$ cat config.mk
export PLATFORM = sky130hd
export DESIGN_NAME = loadable_counter_param
export DESIGN_NICKNAME = d
export VERILOG_FILES = /design/src/rtl/loadable_counter_param.sv
export SDC_FILE = /design/constraint.sdc
export NUM_CORES = 1
export LEC_CHECK = 0
export ABC_AREA = 1
export CORE_MARGIN = 8
export CORE_UTILIZATION = 50
export CTS_CLUSTER_SIZE = 16
export DETAILED_ROUTE_END_ITERATION = 7
export GPL_ROUTABILITY_DRIVEN = 0
export GPL_TIMING_DRIVEN = 0
export PLACE_DENSITY = 0.89
export SYNTH_ARGS = -nofsm -noshare
export SYNTH_HDL_FRONTEND = slang
export SYNTH_SLANG_ARGS = --single-unit
export TNS_END_PERCENT = 20
$ cat constraint.sdc
create_clock -name clk -period 3.3 [get_ports clk]
set_input_delay 0.495 -clock clk [delete_from_list [all_inputs] [get_ports clk]]
set_output_delay 0.495 -clock clk [all_outputs]
set_load 0.005 [all_outputs]
$ cat src/rtl/loadable_counter_param.sv
// Loadable up/down counter with wrap, saturate and one-shot modes.
// Latency: count, tc, ovf and done are registered. Load or step takes effect on the next rising edge.
// Backpressure: none. en gates counting. load and reset take priority over en every cycle.
//
// Ports:
//   clk, reset        rising-edge clock; synchronous active-high reset
//   load, data        load min(data, limit) into count; clears ovf and done
//   en, up            count enable and direction (1 = up, 0 = down)
//   limit             inclusive upper bound of the count range
//   mode              00 wrap, 01 saturate, 10 one-shot, 11 wrap
//   count, tc         counter value; one-cycle pulse after each boundary event
//   ovf, done         sticky wrap flag; one-shot completion flag
module loadable_counter_param #(
  parameter int unsigned WIDTH   = 4,
  parameter int unsigned RST_VAL = 0
) (
  input  logic             clk,
  input  logic             reset,
  input  logic             load,
  input  logic [WIDTH-1:0] data,
  input  logic             en,
  input  logic             up,
  input  logic [WIDTH-1:0] limit,
  input  logic [1:0]       mode,
  output logic [WIDTH-1:0] count,
  output logic             tc,
  output logic             ovf,
  output logic             done
);

  localparam logic [WIDTH-1:0] RST_CNT  = RST_VAL[WIDTH-1:0];
  localparam logic [WIDTH-1:0] ONE      = {{(WIDTH-1){1'b0}}, 1'b1};
  localparam logic [1:0]       MODE_SAT = 2'b01;
  localparam logic [1:0]       MODE_ONE = 2'b10;

  typedef enum logic [1:0] {
    S_IDLE = 2'b00,
    S_RUN  = 2'b01,
    S_DONE = 2'b10
  } state_t;

  state_t state;
  state_t state_nxt;

  logic oneshot;
  logic wrap_mode;
  logic run_ok;
  logic at_bound;
  logic step_ok;
  logic bound_evt;

  // The reserved encoding 11 behaves as wrap.
  assign oneshot   = (mode == MODE_ONE);
  assign wrap_mode = !oneshot && (mode != MODE_SAT);

  // ">=" rather than "==" on the up side: if limit is lowered below the
  // current count, the next up step is treated as a boundary and never
  // rolls through the top of the WIDTH-bit range.
  assign at_bound  = up ? (count >= limit) : (count == '0);

  assign step_ok   = en && !load && run_ok;
  assign bound_evt = step_ok && at_bound;

  // FSM state register. Leaving one-shot mode parks the FSM in IDLE, so
  // re-entering one-shot always waits for a fresh load.
  always_ff @(posedge clk) begin
    if (reset) begin
      state <= S_IDLE;
    end else begin
      state <= state_nxt;
    end
  end

  // FSM next-state logic.
  always_comb begin
    state_nxt = state;
    if (!oneshot) begin
      state_nxt = S_IDLE;
    end else begin
      case (state)
        S_IDLE: if (load) state_nxt = S_RUN;
        S_RUN: begin
          if (load) begin
            state_nxt = S_RUN;
          end else if (bound_evt) begin
            state_nxt = S_DONE;
          end
        end
        S_DONE: if (load) state_nxt = S_RUN;
        default: state_nxt = S_IDLE;
      endcase
    end
  end

  // FSM outputs. Outside one-shot mode the FSM never gates counting.
  // In IDLE and DONE it blocks en.
  always_comb begin
    run_ok = 1'b1;
    done   = 1'b0;
    if (oneshot) begin
      run_ok = (state == S_RUN);
    end
    if (state == S_DONE) begin
      done = 1'b1;
    end
  end

  // Counter datapath: reset > load > enabled step > hold.
  always_ff @(posedge clk) begin
    if (reset) begin
      count <= RST_CNT;
      tc    <= 1'b0;
      ovf   <= 1'b0;
    end else if (load) begin
      count <= (data > limit) ? limit : data;
      tc    <= 1'b0;
      ovf   <= 1'b0;
    end else if (step_ok) begin
      tc <= at_bound;
      if (!at_bound) begin
        count <= up ? (count + ONE) : (count - ONE);
      end else if (wrap_mode) begin
        count <= up ? '0 : limit;
        ovf   <= 1'b1;
      end
      // Saturate and one-shot hold count at the boundary.
    end else begin
      tc <= 1'b0;
    end
  end

endmodule
-- Word level (Yosys, flattened, before mapping)
Cells that the tools add are included.
- register bits after elaboration: 8
- bits in latches: 0
- bits in writable memories: 0
- memory bits (read-only): 0
- input port bits: 15
- output and inout bits: 7
- word-level logic and storage cells: 47
- memories kept: 0
- add/subtract/negate cells: 2
- multipliers: 0
- divide/modulo/power cells: 0
- order comparisons: 2
- equal/unequal tests: 7
- shifts and indexed selects: 0
- multiplexer cells: 14
- bitwise gates (word level): 2
- reductions and logical operators: 16
- operators with widths (operator ; number):
    2-to-1 mux 4 bit ; 7
    2-to-1 mux 2 bit ; 3
    != test 3 bit (second input constant) ; 2
    OR reduction 2 bit ; 3
    adder 4 x 1 -> 4 bit (second input constant) ; 1
    == test 2 bit (second input constant) ; 2
    greater-or-equal comparator 4 bit ; 1
    greater-than comparator 4 bit ; 1
    logical AND 1 bit ; 4
    logical NOT 4 bit ; 1
    != test 2 x 1 -> 1 bit (second input constant) ; 2
    case mux 2 bit (2 select lines) ; 1
    AND reduction 2 bit ; 2
    subtractor 4 x 1 -> 4 bit (second input constant) ; 1
    2-to-1 mux 1 bit ; 3
    AND reduction 3 bit ; 1
    OR reduction 3 bit ; 1
    == test 2 x 1 -> 1 bit (second input constant) ; 1
    logical NOT 1 bit ; 2
    logical NOT 2 bit ; 1
    inverter 1 bit ; 2
    nonzero test 2 bit ; 1

-- Longest topological paths before layout
Gate-level depths: netlist (run 1).
- depth after elaboration: 7
- gate-level depth with buffers: 14
- gate-level depth less buffers: 14

-- Least setup slack after synthesis (run 1)
Ideal clock, no wire load.
- path type: input to register
- start point: in limit[3]
- end point: reg count[2]
- library setup time: 112 ps
- data arrival time: 1522 ps
- data required time: 3188 ps
- setup slack: 1665 ps
- cell stages on the path: 10
- path buffers: 0
- path through: inv_1 ha_1 a21oi_1 nand3_1 nand2_2 nand2_4 nand2_4 nand3_1 nor2_1 nor2_2
- longest elaborated chain between the ends: 5
- elaborated cells on any way between the ends: 9
- those cells by class: order compare (2); eq/ne (1); mux (5); reduce/logical (1)
- ends and longest elaborated chain (what ; line ; text):
    start, declared ; 23 ; input logic [WIDTH-1:0] limit,
    greater-or-equal comparator 4 bit ; 59 ; assign at_bound = up ? (count >= limit) : (count == '0);
    2-to-1 mux 1 bit ; 59 ;
    2-to-1 mux 4 bit ; 120 ; if (!at_bound) begin
    2-to-1 mux 4 bit ; 118 ; end else if (step_ok) begin
    2-to-1 mux 4 bit ; 114 ; end else if (load) begin
    end signal, assigned ; 115 ; count <= (data > limit) ? limit : data;
    end signal, assigned ; 121 ; count <= up ? (count + ONE) : (count - ONE);
    end signal, assigned ; 123 ; count <= up ? '0 : limit;
    end, declared ; 25 ; output logic [WIDTH-1:0] count,
Parallel ways exist; a longest one is shown, timed or not. The select of a mux whose other input is x is not followed.
A chain may end at the register's enable or synchronous reset.

-- Worst setup path after layout (run 1)
Ends and elaborated chain as after synthesis.

==> impl_results.md, run 1 <==
* Status: complete, no violations
* RSZ-0062 raised after global routing: no
* Post-Synth Simple-Gate Area at 41.8%
* Syn_nets at ~160
* Clock sink total at 8
* Die Wd at roughly 58 um
* Fmax at 473 MHz
* Req. time, crit path at 3.44 ns
* Pwr per Cell Area at about 330 nW/um^2
* # IOs at 22
* Finished Core Util at between 60% and 70%
* FF+latch count, synth at 8
* Post CTS Setup Buffer Count at 0
* Max-capacitance violation count at 0
* HPWL after DPL at 1860 um
* Hold Path Stages at 2
* Setup crit end: count[2]
* Post-synthesis compound-gate area fraction at roughly a tenth
* H-tree depth at 1
* Reg-to-Reg End: count[0]
* Part of the cycle the worst path needs at between 60 and 70%
* CTS Buf Count at 3
* Most common cell after layout, fill and taps aside: nand2_1
* Initial Util at a little over half
* CP endpoint kind: flip-flop
* DR pass1 iterations at 4
* Pin count of the biggest net entering global routing at 11
* Post-DRT Antenna Nets at 0
* CTS tree: built
* Clk slew on worst S/H paths at ~0.05 ns
* GRT Total Usage at between 10% and 20%
* Min-Delay Path Class: flip-flop to flip-flop
* Post-cts repair resize count at 0
* Core ar. at about 1700 um^2
* Min-Delay Startpoint: ovf
* Die area at between 3000 and 4000 um^2
* Max VDD drop at between 0.2 and 0.3 mV
* Most frequent cells in the layout: nand2_1, inv_1, nand3_1, clkdlybuf4s50_1, ha_1
* R2r setup slk at between 1.5 and 2 ns
* CTS Hold Bufs at 0
* CP Data Arrival Time at 2.26 ns
* Initial antenna violation count at 0
* Synth Area per Inst at ~6.5 um^2
* Leak at slightly below 0.6 nW
* Adder-Cell Fraction of Synth Area at 17.6%
* Slew @ Worst Pin at 0.330 ns
* Input/output buffers at 20
* Total Power at ~380 uW
* Routed wire per std cell at around 12 um
* Fillcell total at 150
* Worst reg2reg path depth at 11
* Fin Setup TNS at 0 ns
* Mux share of post-synthesis cell area at 0%
* Hold Violations, Final at 0
* Slew Viols, Final at 0
* Critical Path Fanout Max at 5
* Total grt overflow at 0
* Iter 0 DRT Violations at 19
* Placed inst area at 1130 um^2
* Core Rows at 15
* Synth warnings at 0
* Max clock buf depth at 2
* Via Count at 931
* Type of origin of the critical path: input port
* Layout Skew at between 0.001 and 0.0015 ns
* First-pass GRT wire length at roughly 3900 um
* Final setup violation count at 0
* Layout cell share with drive strength beyond 1 at ~14%
* Nets at 189
* Cell Area, Synth at ~900 um^2
* Clock root cell: clkbuf_4
* Worst skew pair latency at around 0.25 ns
* Launch point of the worst path: limit[3]
* DRC viols at 0
* R2r startpoint: count[1]
* Fin area at roughly 1100 um^2
* Headroom to the max-slew limit at roughly 80%
* Post-synthesis xor/xnor area fraction at less than 1%
* Diode count at 0
* Vias per inst at 5.03
* Fin crit period at about 2.1 ns
* Crit-path cells: clkdlybuf4s50_1 -> inv_1 -> ha_1 -> nand2_1 -> clkinv_1 -> nand2_1 -> nand2_1 -> nand2_2 -> nand2_1 -> nand3_1 -> nand3_1 -> nor2_1 -> nor2_2
* Area grow syn2layout at 28.4%
* Chip height at 58.3 um
* Fin Hold WS at approximately 0.45 ns
* Gate Count Post-Synth at roughly 140
* Crit-path most repeated cell: nand2_1
* Seq/Total Area, Yosys at approximately 18%
* DRT Wirelength at between 2000 and 2500 um
* Slowest stage cell, crit path: clkdlybuf4s50_1
* Vias in the first global route at 961
* Unique masters post-synth at 23
* Critical Setup Path Class: input port to flip-flop
* Largest family of logic cells by synthesized area: simple AND/OR/NAND/NOR gates
* CP peak stage delay at around 0.5 ns
==> flip-flops by register name, indices dropped and copies added, names as in the netlist <==
signal / flops
count: 4
state: 2
tc: 1
ovf: 1
==> synth_stat cells, drive strengths merged <==
cell type  number  area share (%)
nand4           2             1.4
o211ai          1            0.84
a21oi          12             7.5
buf             1            0.84
clkinv          2            0.98
inv            24              10
fa              1             2.2
dfxtp           8              18
xor2            1            0.98
o21ai           2             1.5
nand3          21              13
nand2          40              21
nor3            1             1.8
ha             11              15
nor2           10             4.7
==> kinds of logic (layout without fill, tap and decap cells) <==
family / Yosys count / count (layout)
buffers and inverters: 27 / 50
XOR/XNOR: 1 / 1
AND/OR/NAND/NOR: 74 / 74
adder cells (fa/ha/maj): 12 / 12
flip-flops: 8 / 8
AO/OA/AOI/OAI: 15 / 15
==> metrics by stage <==
| stage | cells | worst slack [ns] |
|---|---|---|
| 3_5_place_dp | 182 | 0.923 |
| 2_1_floorplan | 137 | 1.67 |
| 3_3_place_gp | 182 | 0.986 |
| 6_report | 185 | 1.19 |
| 4_1_cts | 185 | 1.18 |
| 5_1_grt | 185 | 1.02 |
==> power by group <==
| part | leakage, nW | internal (mW) | switching, mW |
|---|---|---|---|
| logic | 0.505 | 0.0856 | 0.102 |
| registers | 0.0657 | 0.105 | 0.0144 |
| clock network | 0.0138 | 0.0415 | 0.0313 |
| total | 0.584 | 0.232 | 0.148 |
==> worst min path at each step <==
stage and end:
3_5_place_dp ovf, 2_1_floorplan ovf, 5_1_grt ovf, 4_1_cts ovf, 3_3_place_gp ovf, 6_report ovf
==> layer usage <==
metal	GRT usage (%)	vias up	part of all wire (%)
met2	26.0	19	53
met1	13.8	423	42
li1	-	489	-
met4	5.59	0	0
met3	3.70	0	4.7
met5	0	-	0
==> worst max-delay path: cells and delay by family <==
| family | cells | cell delay, ns |
|---|---|---|
| AND/OR/NAND/NOR | 9 | 0.78 |
| buffers and inverters | 3 | 0.68 |
| adder cells (fa/ha/maj) | 1 | 0.30 |
==> final cells by class <==
class	instances	area (um^2)	area share, %
Buffer	1	7.51	0.653
Clock buffer	3	22.5	1.96
Inverter	26	98.8	8.60
Multi-Input combinational cell	102	629	54.7
Sequential cell	8	160	13.9
Tap cell	25	31.3	2.72
Timing Repair Buffer	20	200	17.4
Power figures use the tool's default switching activity.
==> run 2: changes to the inputs <==
- CORE_UTILIZATION: 50 -> 44
- PLACE_DENSITY: 0.89 -> 0.83
- clock period: 3.3 -> 1.77 ns (I/O delays scaled with it)
==> impl_results.md, run 2 (synthesis gave the netlist of run 1 again) <==
* Most flop-heavy register: count (unchanged)
* Die Wd at 61.1 um (was 58.3 um)
* Placed cell count at 184 (was 182)
* Clock sink total at 8 (unchanged)
* Via Count at 944 (was 931)
* First-pass GRT wire length at 3870 um (was 3850 um)
* CP peak stage delay at 0.43 ns (was 0.50 ns)
* Req. time, crit path at 1.93 ns (was 3.44 ns)
* Diode count at 0 (unchanged)
* Part of the cycle the worst path needs at between 90% and 100%
* Core ar. at 1940 um^2 (was 1710 um^2)
* CP Data Arrival Time at 1.77 ns (was 2.26 ns)
* Fin crit period at 1.61 ns
* CTS Hold Bufs at 0 (unchanged)
* DRT Wirelength at 2300 um (was 2170 um)
* Max VDD drop at 0.380 mV (was 0.278 mV)
* Layout Skew at 0.00342 ns (was 0.00129 ns)
* Slowest stage cell, crit path: clkdlybuf4s50_1 (unchanged)
* DR pass1 iterations at 4 (unchanged)
* Final setup violation count at 0 (unchanged)
* Vias per inst at 4.97 (was 5.03)
* Most frequent cells in the layout: nand2_1, inv_1, nand3_1 (was nand2_1, inv_1, nand3_1, clkdlybuf4s50_1, ha_1)
* Slew @ Worst Pin at 0.205 ns (was 0.330 ns)
* GRT Total Usage at 13.3% (was 13.8%)
* Layout cell share with drive strength beyond 1 at 22.7% (was 13.8%)
* Critical Path Fanout Max at 5 (unchanged)
* Placement Setup Slack at -0.325 ns (was 0.923 ns)
* Initial antenna violation count at 0 (unchanged)
* Max clock buf depth at 2 (unchanged)
* Crit-path cells: clkdlybuf4s50_1 -> ha_1 -> nand2_1 -> clkinv_1 -> nand2_1 -> nand2_2 -> nand2_2 -> nand2_1 -> nand3_1 -> nand3_1 -> nor2_2 -> nor2_2 (was clkdlybuf4s50_1 -> inv_1 -> ha_1 -> nand2_1 -> clkinv_1 -> nand2_1 -> nand2_1 -> nand2_2 -> nand2_1 -> nand3_1 -> nand3_1 -> nor2_1 -> nor2_2)
* Initial Util at 46.1% (was 52.5%)
* CP endpoint kind: flip-flop (unchanged)
* HPWL after DPL at 1800 um (was 1860 um)
* Max reg flops at 4 (unchanged)
* DRC viols at 0 (unchanged)
* H-tree depth at 1 (unchanged)
* Non-Filler Instances at 190 (was 185)
* Vias in the first global route at 964 (was 961)
* Fmax at a little over 600 MHz
* # IOs at 22 (unchanged)
* Max-capacitance violation count at 0 (unchanged)
* CTS Buf Count at 3 (unchanged)
* Iter 0 DRT Violations at 47 (was 19)
* WP buf/inv at 2 (was 3)
* Largest regs: count: 4 flops, state: 2 flops (unchanged)
* Headroom to the max-slew limit at 86.2% (was 78.0%)
* PnR worst setup slack at 0.159 ns (was 1.19 ns)
* Nets at 192 (was 189)
* Pwr per Cell Area at 611 nW/um^2 (was 330 nW/um^2)
* Crit-path most repeated cell: nand2_1 (unchanged)
* Clock root cell: clkbuf_4 (unchanged)
* Hold Violations, Final at 0 (unchanged)
* Most common cell after layout, fill and taps aside: nand2_1 (unchanged)
* Min-Delay Path Class: input port to flip-flop (was flip-flop to flip-flop)
* Input/output buffers at 20 (unchanged)
* Total Power at 753 uW (was 380 uW)
* Chip height at 61.1 um (was 58.3 um)
* Type of origin of the critical path: input port (unchanged)
* Worst skew pair latency at 0.26 ns (was 0.25 ns)
* Leak at 0.638 nW (was 0.584 nW)
* Clk slew on worst S/H paths at 0.05 ns (about the same)
* Die area at 3740 um^2 (was 3400 um^2)
* Routed wire per std cell at 12.1 um (was 11.7 um)
* Area grow syn2layout at 37.4% (was 28.4%)
* Slew Viols, Final at 0 (unchanged)
* Post-DRT Antenna Nets at 0 (unchanged)
* Status: complete, no violations (unchanged)
* Pin count of the biggest net entering global routing at 11 (unchanged)
* Total grt overflow at 0 (unchanged)
* Fin Hold WS at 0.370 ns (was 0.449 ns)
* CP top delay family: simple AND/OR/NAND/NOR gates (unchanged)
* Core Rows at 16 (was 15)
* CTS tree: built (unchanged)
* Critical Setup Path Class: input port to flip-flop (unchanged)
run 2: cell count changes in the layout (fill, tap and decap cells not counted), sizes merged:
cell / delta
clkdlybuf4s50: -6
dlymetal6s2s: +4
buf: +3
dlygate4sd2: +2
run 2: layout make-up:
type,instances,area (um^2)
flip-flops and latches,8,166
clock buffers,3,22.5
well taps,27,33.8
plain buffers,1,7.51
fillers,175,711
repair buffers,23,230
multi-input cells,102,672
inverters,26,98.8
run 2: tightest hold or removal path, delay by kind of cell:
| family | cells | cell delay (ns) |
|---|---|---|
| AND/OR/NAND/NOR | 2 | 0.13 |
| buffers and inverters | 1 | 0.15 |
| AO/OA/AOI/OAI | 1 | 0.04 |
run 2: timing repair:
action / 4_1_cts / 5_1_grt
cloned: 0 / 0
setup endpoints to repair: 5 / 8
setup buffers: 2 / 1
resized for setup: 8 / 11
pin swaps: 3 / 6
run 2: final timing paths:
path / slack (ns) / end / cells past startpoint / startpoint
worst max-delay path: 0.16 / count[3] / 12 / data[2]
worst min-delay path: 0.37 / count[3] / 4 / load
worst max register to register: 0.18 / count[0] / 11 / count[1]
worst min register to register: 0.46 / ovf / 2 / ovf
run 2: metal layers:
| layer | up-vias | GRT usage (%) | part of all wire [%] |
|---|---|---|---|
| met1 | 417 | 14.7 | 40 |
| met5 | - | 0 | 0 |
| met4 | 0 | 6.98 | 2.8 |
| met3 | 7 | 2.30 | 5.1 |
| met2 | 25 | 23.6 | 52 |
| li1 | 495 | - | - |
run 2: power breakdown:
group          switching [mW]  leakage (nW)  internal [mW]  total, mW
registers              0.0233        0.0668          0.198      0.221
logic                   0.209         0.557          0.180      0.388
clock network          0.0659        0.0138         0.0778      0.144
total                   0.298         0.638          0.455      0.753
run 2: stage by stage:
stage	instance area (um^2)	TNS, ns	util [%]
global route	1230	-0.00965	63.4
CTS	1190	0	61.1
finish	1230	0	63.4
floorplan	896	0	-
global placement	1130	-1.85	58.2
detailed placement	1130	-2.03	58.2
